<file path="src/rtl/pipelined_ctrl_unit.sv">
// RV32 ID decode and registered EX/MEM/WB control bundle.
// Load-use stall, branch flush and a multi-cycle RV32M freeze in EX.
module pipelined_ctrl_unit #(
  parameter int M_EXT      = 1,
  parameter int MULDIV_LAT = 4,
  parameter int ALU_CTRL_W = 5
) (
  input  logic                  clk,
  input  logic                  rst,
  input  logic                  id_valid,
  input  logic [6:0]            opcode,
  input  logic [2:0]            fun3,
  input  logic [6:0]            fun7,
  input  logic [4:0]            id_rs1,
  input  logic [4:0]            id_rs2,
  input  logic [4:0]            id_rd,
  input  logic                  ex_flush,
  output logic                  id_stall,
  output logic                  ex_valid,
  output logic [ALU_CTRL_W-1:0] ex_alu_control,
  output logic [2:0]            ex_imm_sel,
  output logic                  ex_operand_a,
  output logic                  ex_operand_b,
  output logic                  ex_branch,
  output logic                  ex_jal,
  output logic                  ex_jalr,
  output logic                  ex_illegal,
  output logic                  muldiv_busy,
  output logic                  mem_valid,
  output logic                  mem_load,
  output logic                  mem_store,
  output logic                  mem_en,
  output logic [2:0]            mem_fun3,
  output logic                  wb_valid,
  output logic                  wb_reg_write,
  output logic [1:0]            wb_mem_to_reg,
  output logic [4:0]            wb_rd
);

  localparam int CNT_W =
    (MULDIV_LAT > 1) ? $clog2(MULDIV_LAT) : 1;

  localparam logic [6:0] OP_LUI   = 7'b0110111;
  localparam logic [6:0] OP_AUIPC = 7'b0010111;
  localparam logic [6:0] OP_JAL   = 7'b1101111;
  localparam logic [6:0] OP_JALR  = 7'b1100111;
  localparam logic [6:0] OP_BR    = 7'b1100011;
  localparam logic [6:0] OP_LD    = 7'b0000011;
  localparam logic [6:0] OP_ST    = 7'b0100011;
  localparam logic [6:0] OP_OPI   = 7'b0010011;
  localparam logic [6:0] OP_OP    = 7'b0110011;

  localparam logic [2:0] IMM_I = 3'd0;
  localparam logic [2:0] IMM_S = 3'd1;
  localparam logic [2:0] IMM_B = 3'd2;
  localparam logic [2:0] IMM_U = 3'd3;
  localparam logic [2:0] IMM_J = 3'd4;

  localparam logic [1:0] WB_MEM = 2'd1;
  localparam logic [1:0] WB_PC4 = 2'd2;

  localparam logic [3:0] A_ADD  = 4'd0;
  localparam logic [3:0] A_SUB  = 4'd1;
  localparam logic [3:0] A_SLL  = 4'd2;
  localparam logic [3:0] A_SLT  = 4'd3;
  localparam logic [3:0] A_SLTU = 4'd4;
  localparam logic [3:0] A_XOR  = 4'd5;
  localparam logic [3:0] A_SRL  = 4'd6;
  localparam logic [3:0] A_SRA  = 4'd7;
  localparam logic [3:0] A_OR   = 4'd8;
  localparam logic [3:0] A_AND  = 4'd9;

  typedef struct packed {
    logic                  valid;
    logic [ALU_CTRL_W-1:0] alu;
    logic [2:0]            imm_sel;
    logic                  op_a;
    logic                  op_b;
    logic                  branch;
    logic                  jal;
    logic                  jalr;
    logic                  illegal;
    logic                  muldiv;
    logic                  load;
    logic                  store;
    logic [2:0]            fun3;
    logic                  reg_write;
    logic [1:0]            mem_to_reg;
    logic [4:0]            rd;
  } ctrl_t;

  function automatic logic [3:0] f_base_alu(
    input logic [2:0] f3,
    input logic       alt
  );
    logic [3:0] v;
    case (f3)
      3'd0:    v = alt ? A_SUB : A_ADD;
      3'd1:    v = A_SLL;
      3'd2:    v = A_SLT;
      3'd3:    v = A_SLTU;
      3'd4:    v = A_XOR;
      3'd5:    v = alt ? A_SRA : A_SRL;
      3'd6:    v = A_OR;
      default: v = A_AND;
    endcase
    return v;
  endfunction

  logic w_lui, w_auipc, w_jal, w_jalr, w_br;
  logic w_ld, w_st, w_opi, w_op, w_mop, w_m_ok;
  logic w_wr, w_use_rs1, w_use_rs2;
  logic w_hazard, w_busy;
  ctrl_t w_dec, w_ex_nxt, w_mem_nxt;
  logic [CNT_W-1:0] w_cnt_nxt;

  ctrl_t r_ex, r_mem, r_wb;
  logic [CNT_W-1:0] r_cnt;

  assign w_lui   = opcode == OP_LUI;
  assign w_auipc = opcode == OP_AUIPC;
  assign w_jal   = opcode == OP_JAL;
  assign w_jalr  = opcode == OP_JALR;
  assign w_br    = opcode == OP_BR;
  assign w_ld    = opcode == OP_LD;
  assign w_st    = opcode == OP_ST;
  assign w_opi   = opcode == OP_OPI;
  assign w_op    = opcode == OP_OP;
  assign w_mop   = w_op & (fun7 == 7'b0000001);
  assign w_m_ok  = M_EXT != 0;

  always_comb begin
    w_dec = '0;
    w_wr  = 1'b0;
    unique case (1'b1)
      w_lui: begin
        w_dec.imm_sel = IMM_U;
        w_dec.op_b    = 1'b1;
        w_wr          = 1'b1;
      end
      w_auipc: begin
        w_dec.imm_sel = IMM_U;
        w_dec.op_a    = 1'b1;
        w_dec.op_b    = 1'b1;
        w_wr          = 1'b1;
      end
      w_jal: begin
        w_dec.imm_sel    = IMM_J;
        w_dec.op_a       = 1'b1;
        w_dec.op_b       = 1'b1;
        w_dec.jal        = 1'b1;
        w_dec.mem_to_reg = WB_PC4;
        w_wr             = 1'b1;
      end
      w_jalr: begin
        w_dec.imm_sel    = IMM_I;
        w_dec.op_b       = 1'b1;
        w_dec.jalr       = 1'b1;
        w_dec.mem_to_reg = WB_PC4;
        w_wr             = 1'b1;
      end
      w_br: begin
        w_dec.imm_sel = IMM_B;
        w_dec.branch  = 1'b1;
        w_dec.alu     = ALU_CTRL_W'(A_SUB);
      end
      w_ld: begin
        w_dec.imm_sel    = IMM_I;
        w_dec.op_b       = 1'b1;
        w_dec.load       = 1'b1;
        w_dec.fun3       = fun3;
        w_dec.mem_to_reg = WB_MEM;
        w_wr             = 1'b1;
      end
      w_st: begin
        w_dec.imm_sel = IMM_S;
        w_dec.op_b    = 1'b1;
        w_dec.store   = 1'b1;
        w_dec.fun3    = fun3;
      end
      w_opi: begin
        w_dec.imm_sel = IMM_I;
        w_dec.op_b    = 1'b1;
        w_dec.alu     = ALU_CTRL_W'(f_base_alu(
          fun3, (fun3 == 3'd5) & fun7[5]));
        w_wr          = 1'b1;
      end
      w_op & ~w_mop: begin
        w_dec.alu = ALU_CTRL_W'(f_base_alu(fun3, fun7[5]));
        w_wr      = 1'b1;
      end
      w_mop & w_m_ok: begin
        w_dec.alu    = ALU_CTRL_W'({2'b10, fun3});
        w_dec.muldiv = 1'b1;
        w_wr         = 1'b1;
      end
      default: w_dec.illegal = 1'b1;
    endcase
    w_dec.valid     = 1'b1;
    w_dec.rd        = id_rd;
    w_dec.reg_write = w_wr & (id_rd != 5'd0);
    if (!id_valid) w_dec = '0;
  end

  assign w_use_rs1 = id_valid & ~(w_lui | w_auipc | w_jal);
  assign w_use_rs2 = id_valid & (w_op | w_st | w_br);

  assign w_hazard = r_ex.valid & r_ex.load
    & (r_ex.rd != 5'd0)
    & ((w_use_rs1 & (id_rs1 == r_ex.rd))
     | (w_use_rs2 & (id_rs2 == r_ex.rd)));

  assign w_busy   = r_cnt != '0;
  assign id_stall = w_busy | (w_hazard & ~ex_flush);

  // busy hold > flush bubble > load-use bubble > normal
  always_comb begin
    w_ex_nxt  = w_dec;
    w_mem_nxt = r_ex;
    w_cnt_nxt = '0;
    if (w_busy) begin
      w_ex_nxt  = r_ex;
      w_mem_nxt = '0;
      w_cnt_nxt = r_cnt - 1'b1;
    end else if (ex_flush | w_hazard) begin
      w_ex_nxt = '0;
    end else if (w_dec.muldiv) begin
      w_cnt_nxt = CNT_W'(MULDIV_LAT - 1);
    end
  end

  always_ff @(posedge clk or posedge rst) begin
    if (rst) begin
      r_ex  <= '0;
      r_mem <= '0;
      r_wb  <= '0;
      r_cnt <= '0;
    end else begin
      r_ex  <= w_ex_nxt;
      r_mem <= w_mem_nxt;
      r_wb  <= r_mem;
      r_cnt <= w_cnt_nxt;
    end
  end

  assign ex_valid       = r_ex.valid;
  assign ex_alu_control = r_ex.alu;
  assign ex_imm_sel     = r_ex.imm_sel;
  assign ex_operand_a   = r_ex.op_a;
  assign ex_operand_b   = r_ex.op_b;
  assign ex_branch      = r_ex.branch;
  assign ex_jal         = r_ex.jal;
  assign ex_jalr        = r_ex.jalr;
  assign ex_illegal     = r_ex.illegal;
  assign muldiv_busy    = w_busy;
  assign mem_valid      = r_mem.valid;
  assign mem_load       = r_mem.load;
  assign mem_store      = r_mem.store;
  assign mem_en         = r_mem.load | r_mem.store;
  assign mem_fun3       = r_mem.fun3;
  assign wb_valid       = r_wb.valid;
  assign wb_reg_write   = r_wb.reg_write;
  assign wb_mem_to_reg  = r_wb.mem_to_reg;
  assign wb_rd          = r_wb.rd;

endmodule

</file>
<file path="config.mk">
export PLATFORM = sky130hd
export DESIGN_NAME = pipelined_ctrl_unit
export DESIGN_NICKNAME = d
export VERILOG_FILES = /design/src/rtl/pipelined_ctrl_unit.sv
export SDC_FILE = /design/constraint.sdc
export NUM_CORES = 1
export LEC_CHECK = 0
export ABC_AREA = 1
export BUFFER_PORTS_ARGS = -buffer_cell sky130_fd_sc_hd__clkbuf_2
export CORE_ASPECT_RATIO = 1.2
export CORE_MARGIN = 5
export CORE_UTILIZATION = 30
export CTS_CLUSTER_SIZE = 14
export DETAILED_ROUTE_END_ITERATION = 10
export SLEW_MARGIN = 20
export SYNTH_ARGS = -nofsm -noshare
export SYNTH_HDL_FRONTEND = slang
export SYNTH_SLANG_ARGS = --single-unit
</file>
<file path="constraint.sdc">
create_clock -name clk -period 1.3 [get_ports clk]
set_clock_uncertainty 0.05 [all_clocks]
set_input_delay 0.13 -clock clk [delete_from_list [all_inputs] [get_ports clk]]
set_output_delay 0.13 -clock clk [all_outputs]
set_load 0.05 [all_outputs]
</file>
== Word-level counts from Yosys, hierarchy flattened ==
Cells that the tools add are included.
Word-level totals
  bits of input ports: 36
  flip-flop bits (word level): 54
  output and inout bits: 33
  logic and storage cells: 107
Cells by class
  mux-type cells: 26
  add/subtract/negate cells: 1
  bitwise operators: 23
  reductions and logical operators: 11
  equality and inequality tests: 18
Operators by type and width (number)
  two-way mux 29 bit: 3
  one-hot mux 4 bit (7 select lines): 2
  equality test 7 x 6 -> 1 bit (second input constant): 3
  equality test 7 bit (second input constant): 3
  one-hot mux 5 bit (4 select lines): 1
  equality test 7 x 5 -> 1 bit (second input constant): 2
  two-way mux 1 bit: 14
  bitwise AND 1 bit: 12
  one-hot mux 3 bit (4 select lines): 1
  equality test 5 bit: 2
  nonzero test 5 bit: 2
  OR reduction 10 bit: 1
  equality test 3 bit (second input constant): 3
  OR 1 bit: 8
  OR reduction 2 bit: 4
  OR reduction 8 bit: 1
  equality test 7 x 1 -> 1 bit (second input constant): 1
  equality test 7 x 2 -> 1 bit (second input constant): 1
  OR reduction 7 bit: 1
  equality test 3 x 2 -> 1 bit (second input constant): 2
  two-way mux 2 bit: 3
  one-hot mux 2 bit (2 select lines): 1
  equality test 3 x 1 -> 1 bit (second input constant): 1
  logical NOT 3 bit: 1
  other kinds (4): 6

== Longest topological paths before layout ==
Gate-level depths: netlist of run 1.
  depth in word-level cells: 11
  mapped depth: 11
  mapped depth without buffers: 10

== Worst setup path after synthesis of run 1 ==
Ideal clock, no wire load.
  path kind: register to output
  from: reg r_ex (netlist bit ex_valid)
  to: out id_stall
  data arrival time: 2.252 ns
  path buffers: 0
  required time: 1.120 ns
  setup slack: -1.132 ns
  stages on the path, launching flop included: 7
  cells stage by stage: dfrtp_1 > inv_1 > nor3_1 > o21ai_0 > inv_1 > nand2_4 > o21ai_0
Between the ends
  cells in the longest elaborated chain, start to end: 5
Ends and longest elaborated chain
  start, declared: RTL line 117  | ctrl_t r_ex, r_mem, r_wb;
  start signal, assigned: RTL line 239  | r_ex <= w_ex_nxt;
  bitwise AND 1 bit: RTL line 208  | assign w_hazard = r_ex.valid & r_ex.load
  bitwise AND 1 bit: RTL line 209  | & (r_ex.rd != 5'd0)
  bitwise AND 1 bit: RTL line 210  | & ((w_use_rs1 & (id_rs1 == r_ex.rd))
  bitwise AND 1 bit: RTL line 214  | assign id_stall = w_busy | (w_hazard & ~ex_flush);
  OR 1 bit: RTL line 214
  end, declared: RTL line 18  | output logic id_stall,
No other way between the ends.

== Worst setup path in the final report of run 1 ==
  from: reg r_ex[2] (netlist bit)
  to: out id_stall
Between the ends
  cells in the longest elaborated chain, start to end: 6
  elaborated cells on any way between the ends: 10
  classes of those cells: 2 x eq/ne; 7 x bitwise; 1 x reduce/logical
Ends and longest elaborated chain
  equality test 5 bit, on equally long branches: RTL line 210, 211
  bitwise AND 1 bit, on equally long branches: RTL line 210, 211
  OR 1 bit: RTL line 211  | | (w_use_rs2 & (id_rs2 == r_ex.rd)));
  bitwise AND 1 bit *: RTL line 210
  bitwise AND 1 bit *: RTL line 214
  OR 1 bit *: RTL line 214
Every way passes the cells marked *; elsewhere a longest branch is shown, timed or not.

==> results.sh, run 1 <==
export IMPL_place_inst=517
export IMPL_clk_latency_ns=0.30
export IMPL_vias=2317
export IMPL_grt_antenna_before_repair=0
export IMPL_finalCritPeriodShare_pct=137.8
export IMPL_worst_pin_slew_ns=0.4294
export IMPL_critPathKind="register to primary output"
export IMPL_clk_pin_slew_ns=0.08
export IMPL_worstHoldPathType="input port to register"
export IMPL_fin_ws_ns=-0.4916
export IMPL_nets=456
export IMPL_dp_slack_ns=-0.3006
export IMPL_area_growth_pct=44.61
export IMPL_die_area_um2=10420
export IMPL_max_cap_viol_count=0
export IMPL_wirelength_um=6559
export IMPL_syn_cell_area_um2=2541
export IMPL_first_pass_iters=4
export IMPL_p_per_area_nw_per_um2=796.4
export IMPL_mostFrequentLayoutCell="nand2_1"
export IMPL_drcViolationCount=0
export IMPL_regMostFlops="r_ex"
export IMPL_core_area_um2=8198
export IMPL_layout_drive_gt1_share_pct=38.95
export IMPL_slew_viol_final=0
export IMPL_cp_required_ns=1.12
export IMPL_dr_first_iter_drc_count=93
export IMPL_largest_reg_flops=13
export IMPL_violations="negative setup slack"
export IMPL_setup_viol=31
export IMPL_cp_end_kind="primary output"
export IMPL_seqCellArea_um2=1304
export IMPL_grt_pass1_wl_um=11060
export IMPL_grt_max_degree=25
export IMPL_overflow=0
export IMPL_dieWidth_um=94.02
export IMPL_start_kind="register"
export IMPL_arrival_ns=1.61
export IMPL_largestRegisters="r_ex x13, r_mem x8"
export IMPL_cts_buffers=5
export IMPL_via_per_inst=4.331
export IMPL_critical_path_max_fanout=4
export IMPL_syn_mean_instance_area_um2=8.067
export IMPL_utilization_pct=44.83
export IMPL_cts_tree="built"
export IMPL_hold_violations=0
export IMPL_htreeDepth=2
export IMPL_ant_nets=0
export IMPL_grt_total_usage_pct=13.27
export IMPL_dieHeight_um=110.8
export IMPL_place_gp_congestion=0.8269
export IMPL_synth_nets=351
export IMPL_wl_per_cell_um=12.26
export IMPL_final_cells=535
export IMPL_grt_pass1_vias=2347
export IMPL_root_buffer="clkbuf_8"
export IMPL_clock_sink_count=52
export IMPL_fill_cells=839
export IMPL_antenna_cells=0
export IMPL_postSynthCellCount=315
export IMPL_rsz0062_at_grt="yes"
export IMPL_place_hpwl_um=4762
export IMPL_final_cell_mix="nand2_1 (93), clkbuf_2 (65), dfrtp_1 (50), buf_4 (40)"
export IMPL_max_freq_mhz=558.2
export IMPL_fin_crit_ns=1.792
export IMPL_holdWs_ns=0.01430
export IMPL_yosysWarnings=0
export IMPL_synth_ff_latch_count=52
export IMPL_port_buffers=68
export IMPL_clk_path_buf_depth=2
export IMPL_num_rows=36
export IMPL_ioPinCount=69
export IMPL_p_leak_uw=0.002025
export IMPL_synth_distinct_cells=27
export IMPL_outcome="complete, but fails checks"
export IMPL_relSlewSlack_pct=71.31
export IMPL_yosysSeqAreaShare_pct=51.21
export IMPL_initial_utilization_pct=31.00
export IMPL_peakVddDrop_mv=0.3118
export IMPL_multi_input_area_um2=1082
[final cells by class]
type / count / share of cell area (%)
Clock inverter: 1 / 0.1362
Tap cell: 114 / 3.882
Timing Repair Buffer: 118 / 24.92
Sequential cell: 52 / 35.48
Inverter: 38 / 4.052
Multi-Input combinational cell: 205 / 29.45
Clock buffer: 7 / 2.077
[cells in the mapped netlist (all sizes together)]
cell type  number  area, um2
a21oi           7      35.03
o211ai          2      15.01
buf            15      117.6
o31ai           1      7.510
nand2          96      372.8
nor3            5      36.29
inv            38      142.6
o21ai           7      35.03
xor2            1      8.760
xnor2           6      52.55
o21bai          1      7.510
clkbuf          5      18.77
nor2           38      150.1
or2             3      18.77
dfrtp          52       1301
nand4           1      6.260
nand3          37      215.2
[timing repair]
action,CTS,global route
resized for setup,14,6
hold buffers,1,0
cloned,4,0
pin swaps,7,1
endpoints found under the setup margin,32,44
endpoints found under the hold margin,16,0
buffers inserted,4,1
[final timing paths]
| kind | to | cells past startpoint | slack (ns) | from |
|---|---|---|---|---|
| min in group asynchronous | wb_mem_to_reg[0] | 3 | 0.32 | rst |
| max in group asynchronous | r_ex[4] | 4 | 0.45 | rst |
| worst max register to register | r_ex[12] | 9 | -0.47 | r_ex[2] |
| worst min-delay path | r_ex[0] | 3 | 0.01 | id_rd[0] |
| worst max-delay path | id_stall | 7 | -0.49 | r_ex[2] |
| worst min register to register | wb_rd[2] | 0 | 0.30 | r_mem[2] |
[through the flow]
step	instance area (um2)	TNS [ns]	total power (uW)
finish	3675	-10.28	2927
global route	3675	-13.41	3083
CTS	3660	-10.62	2970
detailed placement	3352	-5.607	2091
global placement	3352	-4.184	2082
floorplan	2651	-2.184	1900
[logic make-up (layout without fill, tap and decap cells)]
| group | after synthesis | after routing | share of synthesized area [%] |
|---|---|---|---|
| flip-flops | 52 | 52 | 51.21 |
| AO/OA/AOI/OAI | 18 | 18 | 3.939 |
| XOR/XNOR | 7 | 7 | 2.413 |
| buffers and inverters | 58 | 164 | 10.98 |
| AND/OR/NAND/NOR | 180 | 180 | 31.46 |
[worst max-delay path: stages (launching register included)]
cell,delay (ns)
dfrtp_1,0.43
xor2_1,0.18
nor2_1,0.18
nand3_2,0.10
nand2_2,0.09
nand2_4,0.06
o21ai_4,0.12
buf_8,0.16
[layer usage]
metal	up-vias	track usage (%)	routed length (um)
met5	-	0	0
met4	0	5.202	173
met1	1069	16.64	2843
met3	15	2.716	323
li1	1171	-	-
met2	62	22.07	3218
[report_power, final]
| part | switching [uW] | internal, uW |
|---|---|---|
| registers | 15.5 | 1640 |
| clock network | 486 | 378 |
| logic | 238 | 165 |
No activity file was read; power rests on OpenSTA's default activity.
==> inputs of run 2 (changes only) <==
--- a/config.mk
+++ b/config.mk
@@ -10,6 +10,7 @@
 export CORE_ASPECT_RATIO = 1.2
 export CORE_MARGIN = 5
 export CORE_UTILIZATION = 30
+export CTS_BUF_LIST = sky130_fd_sc_hd__clkbuf_8
 export CTS_CLUSTER_SIZE = 14
 export DETAILED_ROUTE_END_ITERATION = 10
 export SLEW_MARGIN = 20
==> constraint.sdc (replaced) <==
create_clock -name clk -period 2.09 [get_ports clk]
set_clock_uncertainty 0.05 [all_clocks]
set_input_delay 0.209 -clock clk [delete_from_list [all_inputs] [get_ports clk]]
set_output_delay 0.209 -clock clk [all_outputs]
set_load 0.05 [all_outputs]
==> run 2 against run 1 <==
Net effect: the run now ends clean; combinational power down 49%; die area did not move; total power decreased by 32%; first-iteration DRC count down 34%; sequential share of layout area increased by 6.4 points; non-clock buffer count decreased by 43; clock-buffer cell count did not move; register-to-register slack better by 0.91 ns.
==> results.sh, run 2 (synthesized netlist as in run 1, its figures left out) <==
export IMPL_power_internal_uw=1514
export IMPL_initial_utilization_pct=31.00
export IMPL_vias=2088
export IMPL_die_area_um2=10420
export IMPL_via_per_inst=4.244
export IMPL_largest_reg_flops=13
export IMPL_max_cap_viol_count=0
export IMPL_finalSetupTns_ns=0
export IMPL_dieWidth_um=94.02
export IMPL_holdWs_ns=0.1066
export IMPL_critical_path_max_fanout=13
export IMPL_clock_sink_count=52
export IMPL_wl_per_cell_um=11.94
export IMPL_cts_buffers=5
export IMPL_r2r_slack_ns=0.44
export IMPL_overflow=0
export IMPL_drcViolationCount=0
export IMPL_max_freq_mhz=510.5
export IMPL_final_cell_mix="nand2_1 (93), clkbuf_2 (67), dfrtp_1 (52), nor2_1 (35), inv_1 (34)"
export IMPL_setup_viol=0
export IMPL_hold_path_endpoint="r_ex[1]"
export IMPL_ioPinCount=69
export IMPL_grt_max_degree=42
export IMPL_place_gp_congestion=0.8187
export IMPL_regMostFlops="r_ex"
export IMPL_start_kind="register"
export IMPL_dieHeight_um=110.8
export IMPL_p_sw_share_pct=23.56
export IMPL_arrival_ns=1.70
export IMPL_grt_antenna_before_repair=0
export IMPL_cts_tree="built"
export IMPL_place_hpwl_um=4560
export IMPL_fin_crit_ns=1.959
export IMPL_peakVddDrop_mv=0.2719
export IMPL_worst_pin_slew_ns=0.5251
export IMPL_p_sw_uw=466.8
export IMPL_p_leak_uw=0.001754
export IMPL_first_pass_iters=4
export IMPL_hp_start="id_rd[1]"
export IMPL_cp_end_kind="primary output"
export IMPL_core_area_um2=8198
export IMPL_area_growth_pct=22.21
export IMPL_critPathKind="register to primary output"
export IMPL_worstHoldPathType="input port to register"
export IMPL_utilization_pct=37.88
export IMPL_grt_pass1_vias=2151
export IMPL_wirelength_um=5875
export IMPL_num_rows=36
export IMPL_mostFrequentLayoutCell="nand2_1"
export IMPL_htreeDepth=2
export IMPL_fill_cells=902
export IMPL_r2r_start="r_ex[4]"
export IMPL_nets=413
export IMPL_root_buffer="clkbuf_8"
export IMPL_finalCritPeriodShare_pct=93.72
export IMPL_cp_required_ns=1.83
export IMPL_combPwrFrac_pct=10.4
export IMPL_antenna_cells=0
export IMPL_reg2reg_depth=11
export IMPL_slew_viol_final=0
export IMPL_hold_violations=0
export IMPL_relSlewSlack_pct=64.94
export IMPL_dr_first_iter_drc_count=61
export IMPL_largestRegisters="r_ex x13, r_mem x8"
export IMPL_rr_endpoint="r_cnt[1]"
export IMPL_clk_latency_ns=0.30
export IMPL_ant_nets=0
export IMPL_grt_total_usage_pct=11.93
export IMPL_power_total_uw=1981
export IMPL_grt_pass1_wl_um=10120
export IMPL_port_buffers=68
export IMPL_p_seq_share_pct=52.1
export IMPL_p_per_area_nw_per_um2=638.0
export IMPL_clk_path_buf_depth=2
export IMPL_clk_pin_slew_ns=0.09
export IMPL_outcome="finished, final reports clean"
export IMPL_clkPwrFrac_pct=37.5
export IMPL_min_path_cells=3
export IMPL_layout_drive_gt1_share_pct=26.98
run 2: timing repair:
item,in CTS,in global routing
gates resized for setup,1,7
setup buffers,0,2
pin swaps,0,2
endpoints found under the hold margin,23,0
setup endpoints to repair,1,1
hold buffers,1,0
run 2: power groups by stage:
| stage | Sequential (uW) | Combinational [uW] | Clock (uW) |
|---|---|---|---|
| after global placement | 1050 | 202 | 0 |
| after CTS | 1030 | 206 | 767 |
| after detailed placement | 1050 | 204 | 0 |
| after global routing | 1030 | 231 | 794 |
| final | 1030 | 207 | 743 |
| after floorplan | 1080 | 93.1 | 0 |
run 2: area by class of cell:
class | count | area [um2] | area share [%]
repair buffers | 75 | 414.1 | 13.34
clock inverters | 1 | 30.03 | 0.9670
well taps | 114 | 142.6 | 4.593
inverters | 38 | 142.6 | 4.593
clock buffers | 7 | 96.34 | 3.102
multi-input cells | 205 | 978.4 | 31.51
flip-flops and latches | 52 | 1301 | 41.90
run 2: how the worst max path moves through the flow:
stage	startpoint	to	slack, ns	depth (start not counted)
final	r_ex[4]	id_stall	0.13	10
after CTS	r_ex[1]	id_stall	0.009	10
after floorplan	ex_valid	id_stall	0.23	6
after global placement	r_ex[0]	id_stall	0.34	8
after global routing	r_ex[2]	id_stall	-0.01	8
after detailed placement	r_ex[1]	id_stall	0.31	10
run 2: stage by stage:
| step | cell area (um2) | instances | worst slack [ns] |
|---|---|---|---|
| global placement | 2934 | 481 | 0.3387 |
| global route | 3105 | 492 | -0.01151 |
| floorplan | 2545 | 315 | 0.2250 |
| detailed placement | 2934 | 481 | 0.3077 |
| finish | 3105 | 492 | 0.1313 |
| CTS | 3073 | 490 | 0.009057 |
run 2: per-layer routing:
layer  up-vias  share of wire [%]  global-route usage, %
met5         -                  0                      0
met4         0                1.2                  3.276
met3         5                4.9                  2.716
met2        45                 50                  20.46
met1       953                 44                  14.84
li1       1085                  -                      -
run 2: worst max-delay path, cell delays in order, from the launching register on:
cell	delay, ns
dfrtp_1	0.43
inv_1	0.09
nand2_1	0.05
nand2_1	0.05
nand2_1	0.06
nor2_2	0.12
nand3_2	0.07
nand2_2	0.12
nand2_8	0.10
o21ai_2	0.13
buf_6	0.17
